`src/rtl/rle_encoder_gen.sv`:
```
// ---------------------------------------------------------------------------
// rle_encoder_gen
//
// Parametrised run-length encoder. A frame of SYM_W-bit symbols is read from
// a single-port SRAM, collapsed into {value,count} pairs and packed back into
// the same SRAM. Runs saturate at 2^CNT_W-1 and then split into a new pair.
// Inside each PAIR_W slice of a packed word the symbol value occupies the low
// SYM_W bits and the count the bits above it. Slices fill from bit 0 upward.
//
// Ports
//   clk           clock (also clocks the SRAM)
//   nreset        synchronous, active-low reset
//   start         one-cycle pulse; starts (or restarts) a frame
//   message_addr  byte address of the plaintext (word aligned)
//   message_size  plaintext length in bytes (multiple of SYM_W/8)
//   rle_addr      byte address of the encoded output (word aligned)
//   rle_size      bytes of encoded pairs emitted for the current frame
//   busy          frame in progress
//   done          frame complete; held until the next start or reset
//   mem_addr      SRAM byte address
//   mem_we        SRAM write enable (1 = write, 0 = read)
//   mem_wdata     SRAM write data
//   mem_rdata     SRAM read data, valid one cycle after a read address
// ---------------------------------------------------------------------------
module rle_encoder_gen #(
  parameter int SYM_W  = 8,
  parameter int CNT_W  = 8,
  parameter int DATA_W = 32,
  parameter int ADDR_W = 16
) (
  input  logic              clk,
  input  logic              nreset,
  input  logic              start,
  input  logic [31:0]       message_addr,
  input  logic [31:0]       message_size,
  input  logic [31:0]       rle_addr,
  output logic [31:0]       rle_size,
  output logic              busy,
  output logic              done,
  output logic [ADDR_W-1:0] mem_addr,
  output logic              mem_we,
  output logic [DATA_W-1:0] mem_wdata,
  input  logic [DATA_W-1:0] mem_rdata
);

  localparam int PAIR_W         = SYM_W + CNT_W;
  localparam int SYMS_PER_WORD  = DATA_W / SYM_W;
  localparam int PAIRS_PER_WORD = DATA_W / PAIR_W;
  localparam int SYM_BYTES      = SYM_W / 8;
  localparam int WORD_BYTES     = DATA_W / 8;
  localparam int PAIR_BYTES     = PAIR_W / 8;
  localparam int WCNT_W         = $clog2(SYMS_PER_WORD + 1);
  localparam int PCNT_W         = $clog2(PAIRS_PER_WORD + 1);

  localparam logic [CNT_W-1:0]  CNT_MAX  = {CNT_W{1'b1}};
  localparam logic [CNT_W-1:0]  CNT_ONE  = {{(CNT_W-1){1'b0}}, 1'b1};
  localparam logic [ADDR_W-1:0] WORD_INC = ADDR_W'(WORD_BYTES);
  localparam logic [31:0]       PAIR_INC = 32'(PAIR_BYTES);
  localparam logic [31:0]       SYM_DIV  = 32'(SYM_BYTES);

  typedef enum logic [2:0] {
    S_IDLE = 3'd0,
    S_RD   = 3'd1,
    S_LOAD = 3'd2,
    S_SCAN = 3'd3,
    S_WR   = 3'd4,
    S_DONE = 3'd5
  } state_t;

  state_t              state_r;
  logic                go_r;         // IDLE holds a freshly latched frame
  logic                fin_r;        // the pending write is the last of the frame
  logic [ADDR_W-1:0]   msg_base_r;
  logic [ADDR_W-1:0]   rle_base_r;
  logic [ADDR_W-1:0]   rd_off_r;
  logic [ADDR_W-1:0]   wr_off_r;
  logic [31:0]         sym_left_r;   // symbols of the frame not yet scanned
  logic [WCNT_W-1:0]   word_left_r;  // symbols left in the shift register
  logic [DATA_W-1:0]   shift_r;
  logic                run_open_r;
  logic [SYM_W-1:0]    run_val_r;
  logic [CNT_W-1:0]    run_cnt_r;
  logic [DATA_W-1:0]   pack_r;
  logic [PCNT_W-1:0]   pack_cnt_r;
  logic [31:0]         rle_size_r;
  logic                busy_r;
  logic                done_r;
  logic [ADDR_W-1:0]   mem_addr_r;
  logic                mem_we_r;
  logic [DATA_W-1:0]   mem_wdata_r;

  logic [SYM_W-1:0]    cur_sym_s;
  logic [PAIR_W-1:0]   pair_s;
  logic                emit_s;
  logic                pack_full_s;
  logic [DATA_W-1:0]   pack_next_s;

  // Upper address bits beyond the SRAM address space are intentionally dropped.
  logic unused_addr_bits_s;
  assign unused_addr_bits_s = ^{message_addr[31:ADDR_W], rle_addr[31:ADDR_W]};

  // Decide whether the head symbol (or the end-of-frame flush) closes the
  // open run, and form the pack word that results from appending that pair.
  always_comb begin
    cur_sym_s   = shift_r[SYM_W-1:0];
    pair_s      = {run_cnt_r, run_val_r};
    emit_s      = 1'b0;
    pack_next_s = pack_r;
    if (sym_left_r == 32'd0) begin
      // No symbols left: the flush cycle always closes the open run.
      emit_s = run_open_r;
    end else if (run_open_r && ((cur_sym_s != run_val_r) || (run_cnt_r == CNT_MAX))) begin
      emit_s = 1'b1;
    end else begin
      emit_s = 1'b0;
    end
    for (int i = 0; i < PAIRS_PER_WORD; i++) begin
      if (pack_cnt_r == PCNT_W'(i)) begin
        pack_next_s[i*PAIR_W +: PAIR_W] = pair_s;
      end else begin
        pack_next_s[i*PAIR_W +: PAIR_W] = pack_r[i*PAIR_W +: PAIR_W];
      end
    end
    pack_full_s = emit_s && (pack_cnt_r == PCNT_W'(PAIRS_PER_WORD - 1));
  end

  // Frame sequencer: state, offsets, run and pack registers, and all outputs.
  always_ff @(posedge clk) begin
    if (!nreset) begin
      state_r     <= S_IDLE;
      go_r        <= 1'b0;
      fin_r       <= 1'b0;
      msg_base_r  <= {ADDR_W{1'b0}};
      rle_base_r  <= {ADDR_W{1'b0}};
      rd_off_r    <= {ADDR_W{1'b0}};
      wr_off_r    <= {ADDR_W{1'b0}};
      sym_left_r  <= 32'd0;
      word_left_r <= {WCNT_W{1'b0}};
      shift_r     <= {DATA_W{1'b0}};
      run_open_r  <= 1'b0;
      run_val_r   <= {SYM_W{1'b0}};
      run_cnt_r   <= {CNT_W{1'b0}};
      pack_r      <= {DATA_W{1'b0}};
      pack_cnt_r  <= {PCNT_W{1'b0}};
      rle_size_r  <= 32'd0;
      busy_r      <= 1'b0;
      done_r      <= 1'b0;
      mem_addr_r  <= {ADDR_W{1'b0}};
      mem_we_r    <= 1'b0;
      mem_wdata_r <= {DATA_W{1'b0}};
    end else if (start) begin
      // start overrides any state: latch the new frame and begin afresh.
      state_r     <= S_IDLE;
      go_r        <= 1'b1;
      fin_r       <= 1'b0;
      msg_base_r  <= message_addr[ADDR_W-1:0];
      rle_base_r  <= rle_addr[ADDR_W-1:0];
      rd_off_r    <= {ADDR_W{1'b0}};
      wr_off_r    <= {ADDR_W{1'b0}};
      sym_left_r  <= message_size / SYM_DIV;
      word_left_r <= {WCNT_W{1'b0}};
      shift_r     <= {DATA_W{1'b0}};
      run_open_r  <= 1'b0;
      run_val_r   <= {SYM_W{1'b0}};
      run_cnt_r   <= {CNT_W{1'b0}};
      pack_r      <= {DATA_W{1'b0}};
      pack_cnt_r  <= {PCNT_W{1'b0}};
      rle_size_r  <= 32'd0;
      busy_r      <= 1'b1;
      done_r      <= 1'b0;
      mem_we_r    <= 1'b0;
      mem_wdata_r <= {DATA_W{1'b0}};
    end else begin
      case (state_r)
        S_IDLE: begin
          if (go_r) begin
            go_r <= 1'b0;
            if (sym_left_r == 32'd0) begin
              state_r <= S_DONE;
              busy_r  <= 1'b0;
              done_r  <= 1'b1;
            end else begin
              mem_addr_r <= msg_base_r + rd_off_r;
              rd_off_r   <= rd_off_r + WORD_INC;
              state_r    <= S_RD;
            end
          end
        end

        S_RD: begin
          state_r <= S_LOAD;
        end

        S_LOAD: begin
          shift_r     <= mem_rdata;
          word_left_r <= WCNT_W'(SYMS_PER_WORD);
          state_r     <= S_SCAN;
        end

        S_SCAN: begin
          if (sym_left_r == 32'd0) begin
            // Flush: close the open run and write out whatever is packed.
            run_open_r  <= 1'b0;
            rle_size_r  <= rle_size_r + PAIR_INC;
            mem_we_r    <= 1'b1;
            mem_addr_r  <= rle_base_r + wr_off_r;
            wr_off_r    <= wr_off_r + WORD_INC;
            mem_wdata_r <= pack_next_s;
            pack_r      <= {DATA_W{1'b0}};
            pack_cnt_r  <= {PCNT_W{1'b0}};
            fin_r       <= 1'b1;
            state_r     <= S_WR;
          end else begin
            // Consume the head symbol; it either extends the run or opens one.
            shift_r     <= shift_r >> SYM_W;
            word_left_r <= word_left_r - WCNT_W'(1);
            sym_left_r  <= sym_left_r - 32'd1;
            run_open_r  <= 1'b1;
            run_val_r   <= cur_sym_s;
            if (emit_s || !run_open_r) begin
              run_cnt_r <= CNT_ONE;
            end else begin
              run_cnt_r <= run_cnt_r + CNT_ONE;
            end
            if (emit_s) begin
              rle_size_r <= rle_size_r + PAIR_INC;
            end
            if (pack_full_s) begin
              mem_we_r    <= 1'b1;
              mem_addr_r  <= rle_base_r + wr_off_r;
              wr_off_r    <= wr_off_r + WORD_INC;
              mem_wdata_r <= pack_next_s;
              pack_r      <= {DATA_W{1'b0}};
              pack_cnt_r  <= {PCNT_W{1'b0}};
              state_r     <= S_WR;
            end else begin
              if (emit_s) begin
                pack_r     <= pack_next_s;
                pack_cnt_r <= pack_cnt_r + PCNT_W'(1);
              end
              if (sym_left_r == 32'd1) begin
                state_r <= S_SCAN;          // next cycle is the flush
              end else if (word_left_r == WCNT_W'(1)) begin
                mem_addr_r <= msg_base_r + rd_off_r;
                rd_off_r   <= rd_off_r + WORD_INC;
                state_r    <= S_RD;
              end else begin
                state_r <= S_SCAN;
              end
            end
          end
        end

        S_WR: begin
          mem_we_r    <= 1'b0;
          mem_wdata_r <= {DATA_W{1'b0}};
          if (fin_r) begin
            fin_r   <= 1'b0;
            state_r <= S_DONE;
            busy_r  <= 1'b0;
            done_r  <= 1'b1;
          end else if (sym_left_r == 32'd0) begin
            state_r <= S_SCAN;
          end else if (word_left_r == {WCNT_W{1'b0}}) begin
            mem_addr_r <= msg_base_r + rd_off_r;
            rd_off_r   <= rd_off_r + WORD_INC;
            state_r    <= S_RD;
          end else begin
            state_r <= S_SCAN;
          end
        end

        S_DONE: begin
          state_r <= S_DONE;
        end

        default: begin
          state_r <= S_IDLE;
          busy_r  <= 1'b0;
          done_r  <= 1'b0;
        end
      endcase
    end
  end

  assign rle_size  = rle_size_r;
  assign busy      = busy_r;
  assign done      = done_r;
  assign mem_addr  = mem_addr_r;
  assign mem_we    = mem_we_r;
  assign mem_wdata = mem_wdata_r;

endmodule

```
`config.mk`:
```
export PLATFORM = sky130hd
export DESIGN_NAME = rle_encoder_gen
export DESIGN_NICKNAME = d
export VERILOG_FILES = /design/src/rtl/rle_encoder_gen.sv
export SDC_FILE = /design/constraint.sdc
export NUM_CORES = 1
export LEC_CHECK = 0
export ABC_AREA = 1
export BUFFER_PORTS_ARGS = -buffer_cell sky130_fd_sc_hd__buf_2
export CAP_MARGIN = 20
export CORE_MARGIN = 2
export CORE_UTILIZATION = 55
export CTS_BUF_LIST = sky130_fd_sc_hd__clkbuf_8
export CTS_CLUSTER_DIAMETER = 80
export DETAILED_ROUTE_END_ITERATION = 10
export PLACE_DENSITY = 0.78
export SYNTH_ARGS = -nofsm -noshare
export SYNTH_HDL_FRONTEND = slang
export SYNTH_SLANG_ARGS = --single-unit
```
`constraint.sdc`:
```
create_clock -name clk -period 2.9 [get_ports clk]
set_input_delay 0.29 -clock clk [delete_from_list [all_inputs] [get_ports clk]]
set_output_delay 0.29 -clock clk [all_outputs]
set_load 0.03 [all_outputs]
```
==> results of run 1 <==
flip-flops by register name, indices dropped and copies added (netlist names), 2 cells and up:
register / cells
rle_base_r: 16
pack_cnt_r: 2
rle_size: 31
pack_r: 32
shift_r: 32
mem_addr: 16
msg_base_r: 16
run_cnt_r: 8
mem_wdata: 32
sym_left_r: 32
run_val_r: 8
state_r: 3
rd_off_r: 14
word_left_r: 3
wr_off_r: 14
worst max-delay path, stage by stage, from the launching register on:
cell and delay, ns:
dfxtp_1 0.36, inv_1 0.10, ha_1 0.21, inv_1 0.08, nor2_1 0.16, nand4_2 0.19, nor2_4 0.19, nand2_4 0.10
nand3_4 0.10, inv_2 0.05, nor2_2 0.11, nand2_1 0.11, nand2_4 0.10, buf_4 0.34, o21ai_0 0.20, nand3_1 0.11
inv_1 0.04
final cells by class:
type | count | area [um^2] | area share, %
multi-input cells | 1517 | 7560 | 45.7
flip-flops and latches | 265 | 5310 | 32.0
repair buffers | 262 | 1690 | 10.2
clock buffers | 58 | 798 | 4.82
inverters | 174 | 661 | 3.99
well taps | 330 | 413 | 2.49
clock inverters | 23 | 126 | 0.763
cells by family after synthesis:
family	synth area share, %
and+or+nand+nor	29.6
AOI/OAI and AO/OA	15.7
buffers and inverters	7.97
DFF	38.0
other	0.0268
adders and majority gates	3.42
xor gates and xnor gates	5.27
routing by layer:
layer | global-route usage (%) | up-vias | wire [um]
li1 | - | 7112 | -
met1 | 39.1 | 6546 | 17600
met2 | 48.5 | 456 | 18100
met3 | 4.11 | 104 | 2370
met4 | 9.69 | 0 | 1130
met5 | 0 | - | 0
cells in the final DEF (no fill, tap or decap), drive strengths merged, types with 54 or more instances in the layout:
cell type,netlist,layout
inv,172,184
nand3,72,72
a21oi,211,211
dfxtp,265,265
dlygate4sd3,0,54
nor2,247,247
o21ai,130,130
nand2,575,575
buf,40,208
clkbuf,52,58
xor2,64,64
metrics by stage:
step                      utilization [%]  area (um^2)
after detailed placement             60.2        15100
after CTS                            66.1        16500
final                                66.1        16600
after floorplan                         -        14000
after global routing                 66.1        16600
after global placement               60.1        15100
power groups by stage:
stage / clock [W] / combinational, W / sequential, W
after floorplan: 0 / 0.000453 / 0.00389
after global placement: 0 / 0.000688 / 0.00387
after detailed placement: 0 / 0.000700 / 0.00387
after CTS: 0.00348 / 0.000760 / 0.00379
after global routing: 0.00365 / 0.000856 / 0.00380
final: 0.00342 / 0.000771 / 0.00379
what timing repair did:
action / 4_1_cts / 5_1_grt
gates resized for setup: 0 / 3
hold endpoints to repair: 54 / 0
setup endpoints to repair: 0 / 62
hold buffers: 54 / 0
worst max path at each step:
| stage | from | end | slack, ns | depth (start not counted) |
|---|---|---|---|---|
| after floorplan | sym_left_r[0] | pack_r[12] | 0.82 | 17 |
| after global placement | sym_left_r[0] | mem_wdata[3] | 0.22 | 13 |
| after detailed placement | sym_left_r[0] | pack_r[23] | 0.20 | 15 |
| after CTS | sym_left_r[0] | pack_r[15] | 0.15 | 15 |
| after global routing | sym_left_r[0] | mem_addr[13] | 0.04 | 15 |
| final | sym_left_r[0] | pack_cnt_r[1] | 0.23 | 16 |
==> summary.txt, run 1 <==
Power
  – Internal power: 0.00590 W
  – Leak: 7.01 nW
  – Sw power: between 0.002 and 0.0025 W
  – VDD IR max: between 300 and 400 uV
  – Power per cell area: ~480 nW/um^2
  – Comb power frac: 9.7%
  – Power share of the clock group: between 40 and 50%
  – Switching Share: a little over a quarter
  – Tot Pwr: roughly 0.0080 W
  – Sequential power share: 47.5%

Yosys
  – Register bit total from synthesis: 265
  – Async SR Flop Fraction: 0%
  – Post-Synthesis Cells: between 2k and 2.5k
  – Distinct cell type count after synthesis: 51
  – Cell with the most instances after synthesis: nand2_1
  – Primary FF master, synth: dfxtp_1
  – Post-Synthesis Cell Area: ~14000 um^2
  – Mapped Avg Cell Area: between 6 and 7 um^2
  – Post-synth top area share: around 38%
  – Top cells by count, synth: nand2_1 (563), dfxtp_1 (265), nor2_1 (229)
  – Area leader, netlist: dfxtp_1
  – Synth Net Count: approximately 2.2k
  – Synth top area cells: dfxtp_1 (38%), nand2_1 (15%), a21oi_1 (7.6%), nor2_1 (6.2%), inv_1 (4.2%)
  – Seq/Total Area, Yosys: between 30% and 40%
  – Post-synth EDFFs: 0
  – Synth warnings: 0

CTS
  – TritonCTS buffer count: 46
  – Clock Tree Buf Depth: 3
  – Sink Count: around 270
  – CTS Root Cell: clkbuf_8
  – CTS tree: done
  – Post-CTS setup buffer count: 0
  – Worst-path clk slew: around 0.07 ns
  – Clock latency on the worst-skew pair: 0.56 ns
  – # H-tree levels: 2

Timing
  – Fin crit share: between 90 and 100%
  – Post-layout min period: about 2.7 ns
  – Max transition margin: 43.5%
  – Setup TNS: 0 ns
  – Setup-failing EPs final: 0
  – Post-route setup slack: 0.229 ns
  – Final hold vios: 0
  – WHS: 0.0194 ns
  – Worst-Margin Slew: between 0.8 and 0.9 ns
  – Fin. max-slew vios: 0
  – Unrepaired setup endpoints after global routing: false
  – Fmax achieved: around 370 MHz
  – Clk_skew: roughly 0.021 ns

Worst setup path
  – WP data required: 3.34 ns
  – CP Max Fanout: 36
  – Crit path DAT: between 3 and 4 ns
  – Reg2reg setup slack: 0.23 ns
  – Worst setup EP type: flop
  – FF-to-FF Start: sym_left_r[0]
  – Reg2Reg Depth: 16
  – Startpoint types: flop
  – Setup CP Type: reg -> reg
  – R2r endpoint: pack_cnt_r[1]

Die
  – Die height: 163 um
  – Core area: 25000 um^2
  – Die area: around 27000 um^2
  – Row count: 58
  – IO Pins: about 210
  – Starting density of the core: a little under three fifths
  – Die width: ~160 um

Final layout
  – Area delta synth->final: 18.5%
  – Final layout net count: about 2.4k
  – Share of cells above drive strength 1: 14.4%
  – N_diodes: 0
  – # fillers: between 2k and 2.5k
  – Final cell count without fillers: around 2.6k

Placed design
  – Placed cell count: around 2.5k
  – RePlAce Congestion: roughly 0.96
  – DP Wirelength: between 20000 and 30000 um
  – Port buffer count: 180
  – Setup WS pre-CTS: roughly 0.2 ns

Min path
  – Worst min path class: in -> reg
  – HP Start: rle_addr[2]
  – Worst Hold Depth: 3
  – Hold Path End: rle_base_r[2]

Route
  – Detailed Routing Iterations Pass 1: 5
  – Wire length per cell: 14.9 um
  – Vias per std cell: 5.41
  – Post-DRT Antenna Nets: 0
  – # DRC: 0
  – Final wirelength: between 30000 and 40000 um
  – DRT iter0 DRCs: approximately 1.1k
  – Routed vias: around 14k

Global route
  – Vias in the first global route: approximately 13k
  – Total Routing Usage GR: 29.2%
  – First-pass GRT wire length: approximately 64000 um
  – Largest net degree at the start of global routing: 69
  – Congestion Overflow GR: 0
  – Initial antenna violation count: 0

Run status
  – Outcome: finished clean

Job
  – Number of max-cap violations: 0
No activity file was read; power rests on OpenSTA's default activity.
==> run 2, diff against run 1 <==
--- a/config.mk
+++ b/config.mk
@@ -13,7 +13,7 @@
 export CTS_BUF_LIST = sky130_fd_sc_hd__clkbuf_8
 export CTS_CLUSTER_DIAMETER = 80
 export DETAILED_ROUTE_END_ITERATION = 10
-export PLACE_DENSITY = 0.78
+export PLACE_DENSITY = 0.75
 export SYNTH_ARGS = -nofsm -noshare
 export SYNTH_HDL_FRONTEND = slang
 export SYNTH_SLANG_ARGS = --single-unit
==> summary.txt, run 2 (synthesis results as in run 1) <==
CTS
  – CTS Root Cell: clkbuf_8
  – Clock Tree Buf Depth: 3
  – CTS tree: done
  – Worst-path clk slew: 0.06 ns
  – Post-CTS setup buffer count: 0
  – TritonCTS buffer count: 45
  – Clock latency on the worst-skew pair: 0.58 ns
  – # H-tree levels: 2
  – Sink Count: about 270

Placed design
  – DP Area: roughly 15000 um^2
  – RePlAce Congestion: around 0.96
  – Port buffer count: 180
  – DP Wirelength: approximately 27000 um

Min path
  – Worst min path class: in -> reg
  – Hold Path End: sym_left_r[9]
  – Worst Hold Depth: 3
  – HP Start: message_size[9]

Worst setup path
  – Worst setup EP type: flop
  – Reg2reg setup slack: roughly 0.32 ns
  – WP data required: roughly 3.4 ns
  – Slowest Stage Delay on Critical Path: between 0.3 and 0.4 ns
  – R2r endpoint: pack_cnt_r[1]
  – Crit path DAT: between 3 and 4 ns
  – FF-to-FF Start: sym_left_r[0]
  – Slowest CP cell: dfxtp_1
  – Most frequent CP cell: inv_1
  – CP Max Fanout: 36
  – WP buf/inv: 5
  – Startpoint types: flop
  – Delay-heaviest family, CP: simple AND/OR/NAND/NOR gates
  – Setup CP Type: reg -> reg
  – Crit-path cells: inv_1, ha_1, inv_1, nor2_1, nand4_2, nor2_4, nand2_4, nand3_4, inv_2, nor2_2, nand2_1, nand2_4, buf_4, o21ai_0, nand3_1, inv_1
  – Reg2Reg Depth: 16

Power
  – Power share of the clock group: roughly 43%
  – Sw power: 0.00209 W
  – Internal power: around 0.0059 W
  – Switching Share: between 20% and 30%
  – Power per cell area: around 480 nW/um^2
  – Comb power frac: just under 10%
  – Leak: 7.05 nW
  – Sequential power share: a little under half
  – VDD IR max: between 400 and 500 uV

Route
  – DRT iter0 DRCs: 1092
  – Vias per std cell: between 5 and 6
  – Routed vias: between 10k and 15k
  – Final wirelength: approximately 40000 um
  – Post-DRT Antenna Nets: 0
  – # DRC: 0
  – Wire length per cell: around 15 um
  – Detailed Routing Iterations Pass 1: 8

Timing
  – Worst-Margin Slew: between 0.8 and 0.9 ns
  – WHS: ~0.024 ns
  – Setup TNS: 0 ns
  – Post-layout min period: approximately 2.6 ns
  – Fin. max-slew vios: 0
  – Fin crit share: between 80% and 90%
  – Setup-failing EPs final: 0
  – Unrepaired setup endpoints after global routing: false
  – Final hold vios: 0
  – Clk_skew: between 0.015 and 0.02 ns
  – Max transition margin: between 40% and 50%
  – Fmax achieved: 388 MHz

Final layout
  – Final layout net count: between 2k and 2.5k
  – Commonest non-fill, non-tap cell in the layout: nand2_1
  – Area delta synth->final: 19.5%
  – Design area: around 17000 um^2
  – Share of cells above drive strength 1: between 10 and 15%
  – Final Util: 66.7%
  – Commonest cells after routing, fill and taps aside: nand2_1 (563), dfxtp_1 (265), nor2_1 (226), a21oi_1 (211), buf_2 (180)
  – N_diodes: 0

Die
  – IO Pins: 214
  – Row count: between 50 and 60
  – Starting density of the core: between 50 and 60%
  – Die height: ~160 um
  – Die width: between 150 and 200 um
  – Die area: between 20000 and 30000 um^2
  – Core area: approximately 25000 um^2

Run status
  – Outcome: finished clean

Job
  – Number of max-cap violations: 0

Global route
  – First-pass GRT wire length: approximately 63000 um
  – Congestion Overflow GR: 0
  – Total Routing Usage GR: 29.0%
  – Initial antenna violation count: 0
  – Vias in the first global route: between 10k and 15k
  – Largest net degree at the start of global routing: a little over 60
==> run 2: cell type report <==
class,count,area (um^2)
Multi-Input combinational cell,1518,7580
Clock buffer,58,798
Clock inverter,17,118
Timing Repair Buffer,276,1820
Tap cell,330,413
Sequential cell,265,5310
Fill cell,2270,8340
Inverter,174,664
==> run 2: worst max path at each step <==
| stage | from | slack [ns] | cells past startpoint | end |
|---|---|---|---|---|
| after global routing | sym_left_r[0] | 0.06 | 16 | pack_cnt_r[0] |
| final | sym_left_r[0] | 0.32 | 16 | pack_cnt_r[1] |
| after CTS | sym_left_r[0] | 0.17 | 15 | rle_size[4] |
| after detailed placement | sym_left_r[0] | 0.22 | 12 | sym_left_r[3] |
| after floorplan | sym_left_r[0] | 0.82 | 17 | pack_r[12] |
| after global placement | sym_left_r[0] | 0.15 | 13 | mem_wdata[5] |
==> run 2: power by group through the flow <==
| stage | combinational [W] | clock (W) | sequential (W) |
|---|---|---|---|
| after global routing | 0.000874 | 0.00366 | 0.00380 |
| after CTS | 0.000778 | 0.00350 | 0.00379 |
| after floorplan | 0.000453 | 0 | 0.00389 |
| final | 0.000790 | 0.00342 | 0.00379 |
| after global placement | 0.000691 | 0 | 0.00387 |
| after detailed placement | 0.000702 | 0 | 0.00387 |
==> run 2: per-layer routing <==
metal,share of wire (%),wire length [um],vias up,GRT usage (%)
li1,-,-,7144,-
met1,45,17500,6482,37.8
met2,46,18100,444,48.9
met3,6.0,2370,102,4.24
met4,3.3,1310,0,10.4
met5,0,0,-,0
==> run 2: worst min-delay path, cell delays in order <==
cell and delay, ns:
buf_2 0.10, nand2_1 0.07, a31oi_1 0.08
==> run 2: through the flow <==
stage               instances  setup WS [ns]  total power [W]
floorplan                2048          0.822          0.00434
global placement         2491          0.154          0.00456
detailed placement       2492          0.221          0.00457
CTS                      2637          0.175          0.00807
global route             2638         0.0648          0.00834
finish                   2638          0.322          0.00801
==> run 2: what timing repair did <==
action,CTS,global route
hold buffers,70,0
setup endpoints to repair,0,59
resized for setup,0,7
endpoints found under the hold margin,70,0
